### src/rtl/inst_queue.sv
// Instruction queue between fetch and decode: circular buffer of {pc, inst}
// pairs with wrap-bit pointers, single-cycle flush and a NOP when empty.
module inst_queue #(
    parameter int DEPTH = 16
) (
    input  logic                     clk,
    input  logic                     rst_n,
    input  logic                     flush,
    input  logic                     enq_valid,
    output logic                     enq_ready,
    input  logic [31:0]              enq_inst,
    input  logic [31:0]              enq_pc,
    output logic                     deq_valid,
    input  logic                     deq_ready,
    output logic [31:0]              deq_inst,
    output logic [31:0]              deq_pc,
    output logic [$clog2(DEPTH):0]   count
);

    localparam int AW = $clog2(DEPTH);
    localparam int PW = AW + 1;
    localparam logic [31:0] NOP_INST = 32'h0000_0013;

    // Handshake: a transfer happens on an edge where valid && ready are both
    // high; ready/valid outputs depend on registered pointers only.

    logic [63:0]   mem_q [DEPTH];
    logic [PW-1:0] head_q, head_d;
    logic [PW-1:0] tail_q, tail_d;
    logic          empty, full;
    logic          enq_fire, deq_fire;
    logic [63:0]   head_entry;

    assign empty     = (head_q == tail_q);
    assign full      = (head_q[AW-1:0] == tail_q[AW-1:0]) && (head_q[AW] != tail_q[AW]);
    assign enq_ready = !full;
    assign deq_valid = !empty;
    assign count     = tail_q - head_q;

    assign enq_fire = enq_valid && enq_ready;
    assign deq_fire = deq_valid && deq_ready;

    assign head_entry = mem_q[head_q[AW-1:0]];
    assign deq_inst   = empty ? NOP_INST : head_entry[31:0];
    assign deq_pc     = empty ? 32'h0   : head_entry[63:32];

    always_comb begin
        head_d = head_q;
        tail_d = tail_q;
        if (flush) begin
            head_d = '0;
            tail_d = '0;
        end else begin
            if (enq_fire) tail_d = tail_q + PW'(1);
            if (deq_fire) head_d = head_q + PW'(1);
        end
    end

    always_ff @(posedge clk) begin
        if (!rst_n) begin
            head_q <= '0;
            tail_q <= '0;
        end else begin
            head_q <= head_d;
            tail_q <= tail_d;
        end
    end

    // Storage is deliberately left out of reset and flush; pointers define validity.
    always_ff @(posedge clk) begin
        if (rst_n && !flush && enq_fire) begin
            mem_q[tail_q[AW-1:0]] <= {enq_pc, enq_inst};
        end
    end

endmodule
### config.mk
export PLATFORM = sky130hd
export DESIGN_NAME = inst_queue
export DESIGN_NICKNAME = d
export VERILOG_FILES = /design/src/rtl/inst_queue.sv
export SDC_FILE = /design/constraint.sdc
export NUM_CORES = 1
export LEC_CHECK = 0
export ABC_CLOCK_PERIOD_IN_PS = 7920
export BUFFER_PORTS_ARGS = -buffer_cell sky130_fd_sc_hd__buf_2
export CORE_MARGIN = 1.5
export CORE_UTILIZATION = 55
export DETAILED_ROUTE_END_ITERATION = 10
export PLACE_DENSITY = 0.72
export RECOVER_POWER = 50
export SYNTH_ARGS = -nofsm -noshare
export SYNTH_HDL_FRONTEND = slang
export SYNTH_SLANG_ARGS = --single-unit
### constraint.sdc
create_clock -name clk -period 7.92 [get_ports clk]
set_input_delay 0.792 -clock clk [delete_from_list [all_inputs] [get_ports clk]]
set_output_delay 0.792 -clock clk [all_outputs]
set_load 0.02 [all_outputs]
# ---- After elaboration in Yosys (flattened, before gate mapping)
# Memory sizes are Yosys's and may differ from the RTL's. A register that Yosys moved wholly into a read port is not among the register bits.
# Index checks and enable logic that the tools add are counted.
dict set report totals {
  ramBits 1024
  ff_bits 10
  memories 1
  latch_bits 0
  out_inout_bits 71
  inputBits 69
  romBits 0
}
dict set report classes {
  bitwise_logic 1
  shifts 0
  n_mux 6
  eq_ne 3
  n_addsub 3
  mul 0
  magnitude_cmp 0
  n_div 0
  reduce_logical 9
}
# name depth width read_ports rd_ports_with_merged_regs wr line_no
set mem_list {}
lappend mem_list {mem_q 16 64 1 1 1 27} ;# logic [63:0] mem_q [DEPTH];
# op count
set op_table {}
lappend op_table {{$mux 32} 2}
lappend op_table {{$add 5x1->5 const B} 2}
lappend op_table {{$mux 4} 2}
lappend op_table {{$eq 5x5->1} 1}
lappend op_table {{$logic_and 1x1->1} 5}
lappend op_table {{$sub 5x5->5} 1}
lappend op_table {{$eq 4x4->1} 1}
lappend op_table {{$logic_not 1->1} 3}
lappend op_table {{$mux 1} 2}
lappend op_table {{$reduce_or 2->1} 1}
lappend op_table {{$ne 1x1->1} 1}
lappend op_table {{$not 1->1} 1}

# ---- Depth between registers and ports, before layout
# Gate-level depths: netlist (run 1).
dict set report logic_depth {
  ltp_word 7
  mapped_depth 8
  ltp_nobuf 7
}

# ---- Worst setup path after synthesis (run 1)
# No wires, ideal clock.
dict set report synth_path {
  kind {reg2reg}
  start {register tail_q[0]}
  end {memory mem_q[3][0] (enable)}
  setup_slack_ns 1.455
  n_path_buf 0
  stages_incl_launch_ff 7
  period_less_slack_ns 6.465
  setup_time_ns 0.565
  arrival_time_ns 5.900
  path_cell_list {dfxtp_1 inv_1 ha_1 and4_1 a211oi_1 nand2_1 nor3_1}
}
dict set report synth_between {
  elab_chain_len 7
}
# element line_no
set synth_lines {}
lappend synth_lines {{start, declared} 29} ;# logic [PW-1:0] tail_q, tail_d;
lappend synth_lines {{start signal, assigned} 65} ;# tail_q <= tail_d;
lappend synth_lines {{$eq 4x4->1} 35} ;# assign full = (head_q[AW-1:0] == tail_q[AW-1:0]) && (head_q[AW] != tail_q[AW]);
lappend synth_lines {{$logic_and 1x1->1} 35}
lappend synth_lines {{$logic_not 1->1} 36} ;# assign enq_ready = !full;
lappend synth_lines {{$logic_and 1x1->1} 40} ;# assign enq_fire = enq_valid && enq_ready;
lappend synth_lines {{$logic_and 1x1->1} 71} ;# if (rst_n && !flush && enq_fire) begin
lappend synth_lines {{$mux 1} 71}
lappend synth_lines {{$mux 1 (not written as such)} 72} ;# mem_q[tail_q[AW-1:0]] <= {enq_pc, enq_inst};
lappend synth_lines {{end, declared} 27}
# Several ways; a longest one is shown, not always the timed one.

==> qor.csv, run 1 <==
stage,metric,value,unit
status,outcome,"complete, no violations",
logic_synthesis,yosys_most_used_dff,edfxtp_1,
logic_synthesis,synth_top_area_share,76.7,%
floorplan,dieArea,74500,µm²
global_route,grt_overflow_total,0,
logic_synthesis,synthesis.area,40100,µm²
cts,cts_setup_buffers,0,
min_path,whs_path_depth,2,
logic_synthesis,ys_async_sr_fraction,0,%
worst_setup_path,cp-start-kind,register,
worst_setup_path,regToRegSetupSlack,3.81,ns
finish,syn2layout_area_growth,12.4,%
floorplan,rows,98,
power_and_ir_drop,power_density,248,nW/µm²
routing,wl_per_cell,27.8,µm
routing,vias,18400,
floorplan,core_area,71700,µm²
placement,gp_congestion,0.753,
timing,rsz0062_at_grt,no,
routing,drt-total-wl,82.5,mm
worst_setup_path,cp-end-kind,output pin,
timing,setup_viol,0,
power_and_ir_drop,p_leak,13.6,nW
floorplan,start_util,55.9,%
logic_synthesis,netlist_instances,1754,
logic_synthesis,synthSimpleGateAreaFrac,1.56,%
power_and_ir_drop,power.clock.fraction,43.6,%
cts,clock-sinks,1038,
timing,tightest_slew,1.33,ns
power_and_ir_drop,internal-power,8.99,mW
worst_setup_path,worst-setup-path-type,register to output pin,
placement,io_buffers,139,
worst_setup_path,arrival,3.98,ns
routing,vias_per_cell,6.19,
logic_synthesis,synth_top_family_by_area,multiplexers,
global_route,grt_pass1_wl,124,mm
finish,final_cell_mix,"1024 x edfxtp_1, 253 x mux4_2, 127 x a211oi_1",
global_route,antenna_found_initial,11,
power_and_ir_drop,total_power,11.2,mW
floorplan,fp.dieH,273,µm
logic_synthesis,synth_seq_area_share,77.4,%
worst_setup_path,worstPathRequired,7.13,ns
routing,detail-route-antenna-nets,0,
placement,dp.cells,2776,
timing,timing.final.crit_share,60.3,%
floorplan,die_w,273,µm
placement,dp_hpwl,41.3,mm
power_and_ir_drop,power_switching,2.18,mW
floorplan,num_io_pins,140,
logic_synthesis,synth_cell_types,36,
global_route,grt_max_degree,143,
cts,htree_levels,3,
flow_run,cap_violations,0,
worst_setup_path,crit_fanout,57,
logic_synthesis,synth_xor_area_share,0.281,%
power_and_ir_drop,combPwrFrac,2.2,%
timing,setup_ws,3.14,ns
cts,cts_resized,0,
cts,cts_root_buf,clkbuf_16,
global_route,grt_pass1_vias,19500,
timing,hold_viol,0,
timing,timing.setup.tns,0,ns
finish,layout_commonest_cell,edfxtp_1,
timing,skew,0.0334,ns
logic_synthesis,synthTopCellsByArea,"edfxtp_1 77%, mux4_2 14%, a211oi_1 2.4%",
cts,cts_made_buffers,101,
cts,clk_latency,0.66,ns
global_route,grt_usage,22.7,%
logic_synthesis,syn_area_per_cell,22.8,µm²
finish,nets,2008,
cts,path_clk_slew,0.06,ns
timing,fin_crit,4.78,ns
power_and_ir_drop,p_seq_share,54.2,%
placement,post-place-ws,3.73,ns
logic_synthesis,synth_compound_area_share,2.67,%
power_and_ir_drop,vdd.ir_drop.worst,0.000184,V
routing,firstDrtPassIters,7,
worst_setup_path,worstReg2RegEnd,mem_q[7][44],
power_and_ir_drop,swShare,19.5,%
timing,holdWs,0.572,ns
logic_synthesis,synth_fa_ha_area_share,0.331,%
logic_synthesis,synth.largest_area_cell,edfxtp_1,
cts,cts_tree,yes,
logic_synthesis,syn_nets,1833,
logic_synthesis,synth_seq_cells,1038,
cts,clockBufferDepth,3,
finish,nFillCells,4789,
finish,drive_gt1_share,26.2,%
worst_setup_path,worst_r2r_path_depth,7,
logic_synthesis,muxShareOfSynthArea,15.9,%
logic_synthesis,synth-edff-count,1024,
timing,drv_slew,0,
worst_setup_path,timing.rr.start,tail_q[2],
min_path,hold_class,register to register,
min_path,hold_path_end,head_q[3],
cts,cts-hold-fix-buffers,0,
routing,drt_iter0_markers,1598,
finish,fin_cells,2968,
logic_synthesis,yosysWarnings,0,
timing,max_freq,209,MHz
min_path,hp-start,head_q[3],
timing,slew_headroom,11.2,%
routing,remaining_drc_errors,0,
-- flip-flops by register name, summed over array words and instances, names as in the netlist, named ones only --
signal,count
tail_q,5
mem_q,1024
head_q,5
-- layer usage --
layer  vias up  share of wire (%)  GRT usage [%]  wire [µm]
li1       7827                  -              -          -
met1      9786                 40           30.6      32700
met2       621                 52           38.5      42700
met3       130                6.3           3.91       5200
met4        12                2.1           6.59       1770
met5         -              0.097              0         80
-- stage by stage --
stage	util, %	cell area [µm²]
after floorplan	-	40100
after global placement	58.2	41700
after detailed placement	58.2	41700
after CTS	62.9	45100
after global routing	62.8	45000
final	62.8	45000
-- kinds of logic (layout without fill, tap and decap cells) --
family          count (synthesis)  after routing
compound gates                146            146
flops                        1038           1038
simple gates                  114            114
buf+inv                       112            372
mux                           322            322
xor+xnor                       12             12
fa+ha+maj                      10             10
other cells                     0              4
-- worst max-delay path, stage by stage (launching register included) --
cell and delay, ns:
dfxtp_4 1.00, buf_4 0.69, mux4_2 0.32, nor2b_1 0.13, a211oi_1 0.08, a211oi_1 0.72, buf_2 0.29
-- synthesized netlist by cell type, drive strengths merged (6+ instances only) --
cell type     n
edfxtp     1024
mux4        253
a211oi      127
buf          76
mux2i        69
nor2b        62
clkbuf       27
nor2         26
dfxtp        14
ha            9
inv           9
nand2         9
xnor2         8
a21oi         6
-- power by group through the flow --
stage	registers [mW]	logic, mW	clock network, mW
after global placement	6.17	0.246	0
after CTS	6.05	0.258	4.95
final	6.05	0.249	4.87
after global routing	6.05	0.271	5.14
after detailed placement	6.17	0.257	0
after floorplan	6.17	0.123	0
-- worst max-delay path by stage --
stage | slack [ns] | to | depth (start not counted)
global route | 2.87 | deq_inst[23] | 6
floorplan | 1.46 | mem_q[3][0] | 6
global placement | 3.86 | deq_pc[19] | 6
finish | 3.14 | deq_inst[20] | 6
CTS | 3.11 | deq_pc[19] | 6
detailed placement | 3.73 | mem_q[12][39] | 6
-- layout make-up --
cell class	instances	area [µm²]	area share (%)
Sequential cell	1038	31000	69.0
Multi-Input combinational cell	604	8430	18.7
Clock buffer	111	2590	5.74
Tap cell	950	1190	2.64
Timing Repair Buffer	175	935	2.08
Clock inverter	77	795	1.76
Inverter	9	33.8	0.0750
Antenna cell	4	10.0	0.0222
Note: power is estimated with default switching activity, not from simulation.
==> run 2: changes to the inputs <==
--- a/config.mk
+++ b/config.mk
@@ -5,7 +5,7 @@
 export SDC_FILE = /design/constraint.sdc
 export NUM_CORES = 1
 export LEC_CHECK = 0
-export ABC_CLOCK_PERIOD_IN_PS = 7920
+export ABC_CLOCK_PERIOD_IN_PS = 4550
 export BUFFER_PORTS_ARGS = -buffer_cell sky130_fd_sc_hd__buf_2
 export CORE_MARGIN = 1.5
 export CORE_UTILIZATION = 55
==> constraint.sdc (replaced) <==
create_clock -name clk -period 4.55 [get_ports clk]
set_input_delay 0.455 -clock clk [delete_from_list [all_inputs] [get_ports clk]]
set_output_delay 0.455 -clock clk [all_outputs]
set_load 0.02 [all_outputs]
==> qor.csv, run 2 (synthesis results as in run 1) <==
stage,metric,value,unit,change
status,outcome,"complete, no violations",,
global_route,grt_pass1_vias,19600,,+0.49%
floorplan,dieArea,74500,µm²,unchanged
finish,largest_register_ffs,1024,,unchanged
timing,tightest_slew,1.13,ns,-0.203 ns
cts,cts_resized,0,,unchanged
timing,skew,0.0220,ns,-0.0114 ns
flow_run,cap_violations,0,,unchanged
finish,nFillCells,4689,,-2.1%
timing,timing.final.crit_share,85.6,%,
floorplan,num_io_pins,140,,unchanged
routing,drt-total-wl,81.1,mm,-1.7%
worst_setup_path,arrival,4.16,ns,+0.18 ns
timing,drv_slew,0,,unchanged
min_path,hold_class,input port to register,,
placement,dp_hpwl,43.2,mm,+4.6%
floorplan,die_w,273,µm,unchanged
routing,drt_iter0_markers,1869,,+17%
timing,setup_viol,0,,unchanged
cts,cts_tree,yes,,
worst_setup_path,crit_fanout,14,,-75%
worst_setup_path,cp_cell_sequence,ha_1 -> and4_1 -> a211oi_1 -> nand2_1 -> nor2_1 -> clkbuf_1,,
finish,final_util,63.3,%,+0.58 points
cts,cts_setup_buffers,0,,unchanged
finish,nets,2028,,+1.0%
floorplan,start_util,55.9,%,unchanged
power_and_ir_drop,power_density,428,nW/µm²,+72%
cts,cts_root_buf,clkbuf_16,,
floorplan,core_area,71700,µm²,unchanged
finish,layout_commonest_cell,edfxtp_1,,
cts,cts-hold-fix-buffers,0,,unchanged
worst_setup_path,critPathMaxStageDelay,0.87,ns,-0.13 ns
cts,clockBufferDepth,3,,unchanged
cts,htree_levels,3,,unchanged
power_and_ir_drop,p_leak,13.7,nW,+0.82%
routing,wl_per_cell,27.1,µm,-2.4%
worst_setup_path,regToRegSetupSlack,0.66,ns,-3.15 ns
global_route,grt_overflow_total,0,,unchanged
worst_setup_path,critPathSlowestCell,clkbuf_1,,
global_route,antenna_found_initial,6,,-5
global_route,grt_pass1_wl,122,mm,-1.3%
timing,fin_crit,3.89,ns,
finish,final_cell_mix,"1024 x edfxtp_1, 253 x mux4_2, 127 x a211oi_1",,
placement,gp_congestion,0.772,,+2.6%
routing,remaining_drc_errors,0,,unchanged
timing,max_freq,257,MHz,
placement,io_buffers,139,,unchanged
timing,rsz0062_at_grt,no,,
cts,path_clk_slew,0.06,ns,about the same
worst_setup_path,cp-start-kind,register,,
routing,vias_per_cell,6.17,,-0.41%
routing,detail-route-antenna-nets,0,,unchanged
finish,syn2layout_area_growth,13.4,%,
global_route,grt_usage,22.3,%,-0.39 points
power_and_ir_drop,total_power,19.4,mW,+74%
cts,clock-sinks,1038,,unchanged
timing,hold_viol,0,,unchanged
finish,drive_gt1_share,26.8,%,+0.59 points
worst_setup_path,worstPathRequired,4.81,ns,-2.32 ns
routing,firstDrtPassIters,5,,-2
timing,slew_headroom,24.7,%,+14 points
worst_setup_path,worst-setup-path-type,register to register,,
floorplan,fp.dieH,273,µm,unchanged
global_route,grt_max_degree,66,,-54%
routing,vias,18400,,+0.29%
cts,clk_latency,0.64,ns,-0.02 ns
floorplan,rows,98,,unchanged
worst_setup_path,cp-end-kind,register,,
cts,cts_made_buffers,101,,unchanged
power_and_ir_drop,vdd.ir_drop.worst,0.000390,V,+110%
-- run 2: cell count changes in the layout (fill, tap and decap cells not counted), sizes merged --
cell | previous run | this run
buf | 104 | 123
bufinv | 16 | 13
clkbuf | 182 | 200
clkinv | 56 | 40
clkinvlp | 1 | 6
diode | 4 | 2
-- run 2: power breakdown --
group | total, mW | leakage (nW) | switching, mW | internal [mW]
Combinational | 0.447 | 2.70 | 0.314 | 0.133
Sequential | 10.5 | 9.33 | 0.0108 | 10.5
Clock | 8.46 | 1.64 | 3.48 | 4.97
Total | 19.4 | 13.7 | 3.81 | 15.6
-- run 2: layout make-up --
| class | instances | area (µm²) | area share, % |
|---|---|---|---|
| sequential | 1038 | 31000 | 68.3 |
| multi-input combinational | 604 | 8460 | 18.6 |
| clock buffer | 128 | 2710 | 5.97 |
| timing repair buffer | 195 | 1320 | 2.91 |
| tap | 950 | 1190 | 2.62 |
| clock inverter | 63 | 672 | 1.48 |
| inverter | 9 | 33.8 | 0.0744 |
| antenna | 2 | 5.00 | 0.0110 |
-- run 2: path summary, 6_finish.rpt --
kind / start / to / cells after the start
max: tail_q[2] / mem_q[4][43] / 6
min: enq_valid / tail_q[2] / 4
max reg2reg: tail_q[2] / mem_q[4][43] / 6
min reg2reg: head_q[3] / register / 2
-- run 2: routing by layer --
layer | part of all wire [%] | up-vias | track usage (%) | routed length (µm)
met5 | 0.065 | - | 0 | 53
met4 | 2.7 | 8 | 6.68 | 2210
met3 | 5.5 | 150 | 3.67 | 4450
met2 | 52 | 566 | 38.0 | 41900
met1 | 40 | 9858 | 30.0 | 32500
li1 | - | 7848 | - | -
-- run 2: critical path, delay by kind of cell, from the launching register on --
kind	cells	cell delay, ns
buffers and inverters	1	0.87
AND/OR/NAND/NOR	3	0.95
flip-flops	1	0.73
AO/OA/AOI/OAI	1	0.53
adder cells (fa/ha/maj)	1	0.41
-- run 2: stage by stage --
stage | hold slack [ns] | setup WS, ns | TNS [ns] | cells | area [µm²]
after floorplan | 0.507 | -0.201 | -136.71 | 1754 | 40100
after CTS | 0.142 | 0.711 | 0 | 2987 | 45500
final | 0.241 | 0.656 | 0 | 2989 | 45400
after global routing | 0.236 | 0.389 | 0 | 2989 | 45400
after global placement | 0.539 | 1.12 | 0 | 2796 | 42200
after detailed placement | 0.556 | 0.907 | 0 | 2796 | 42200
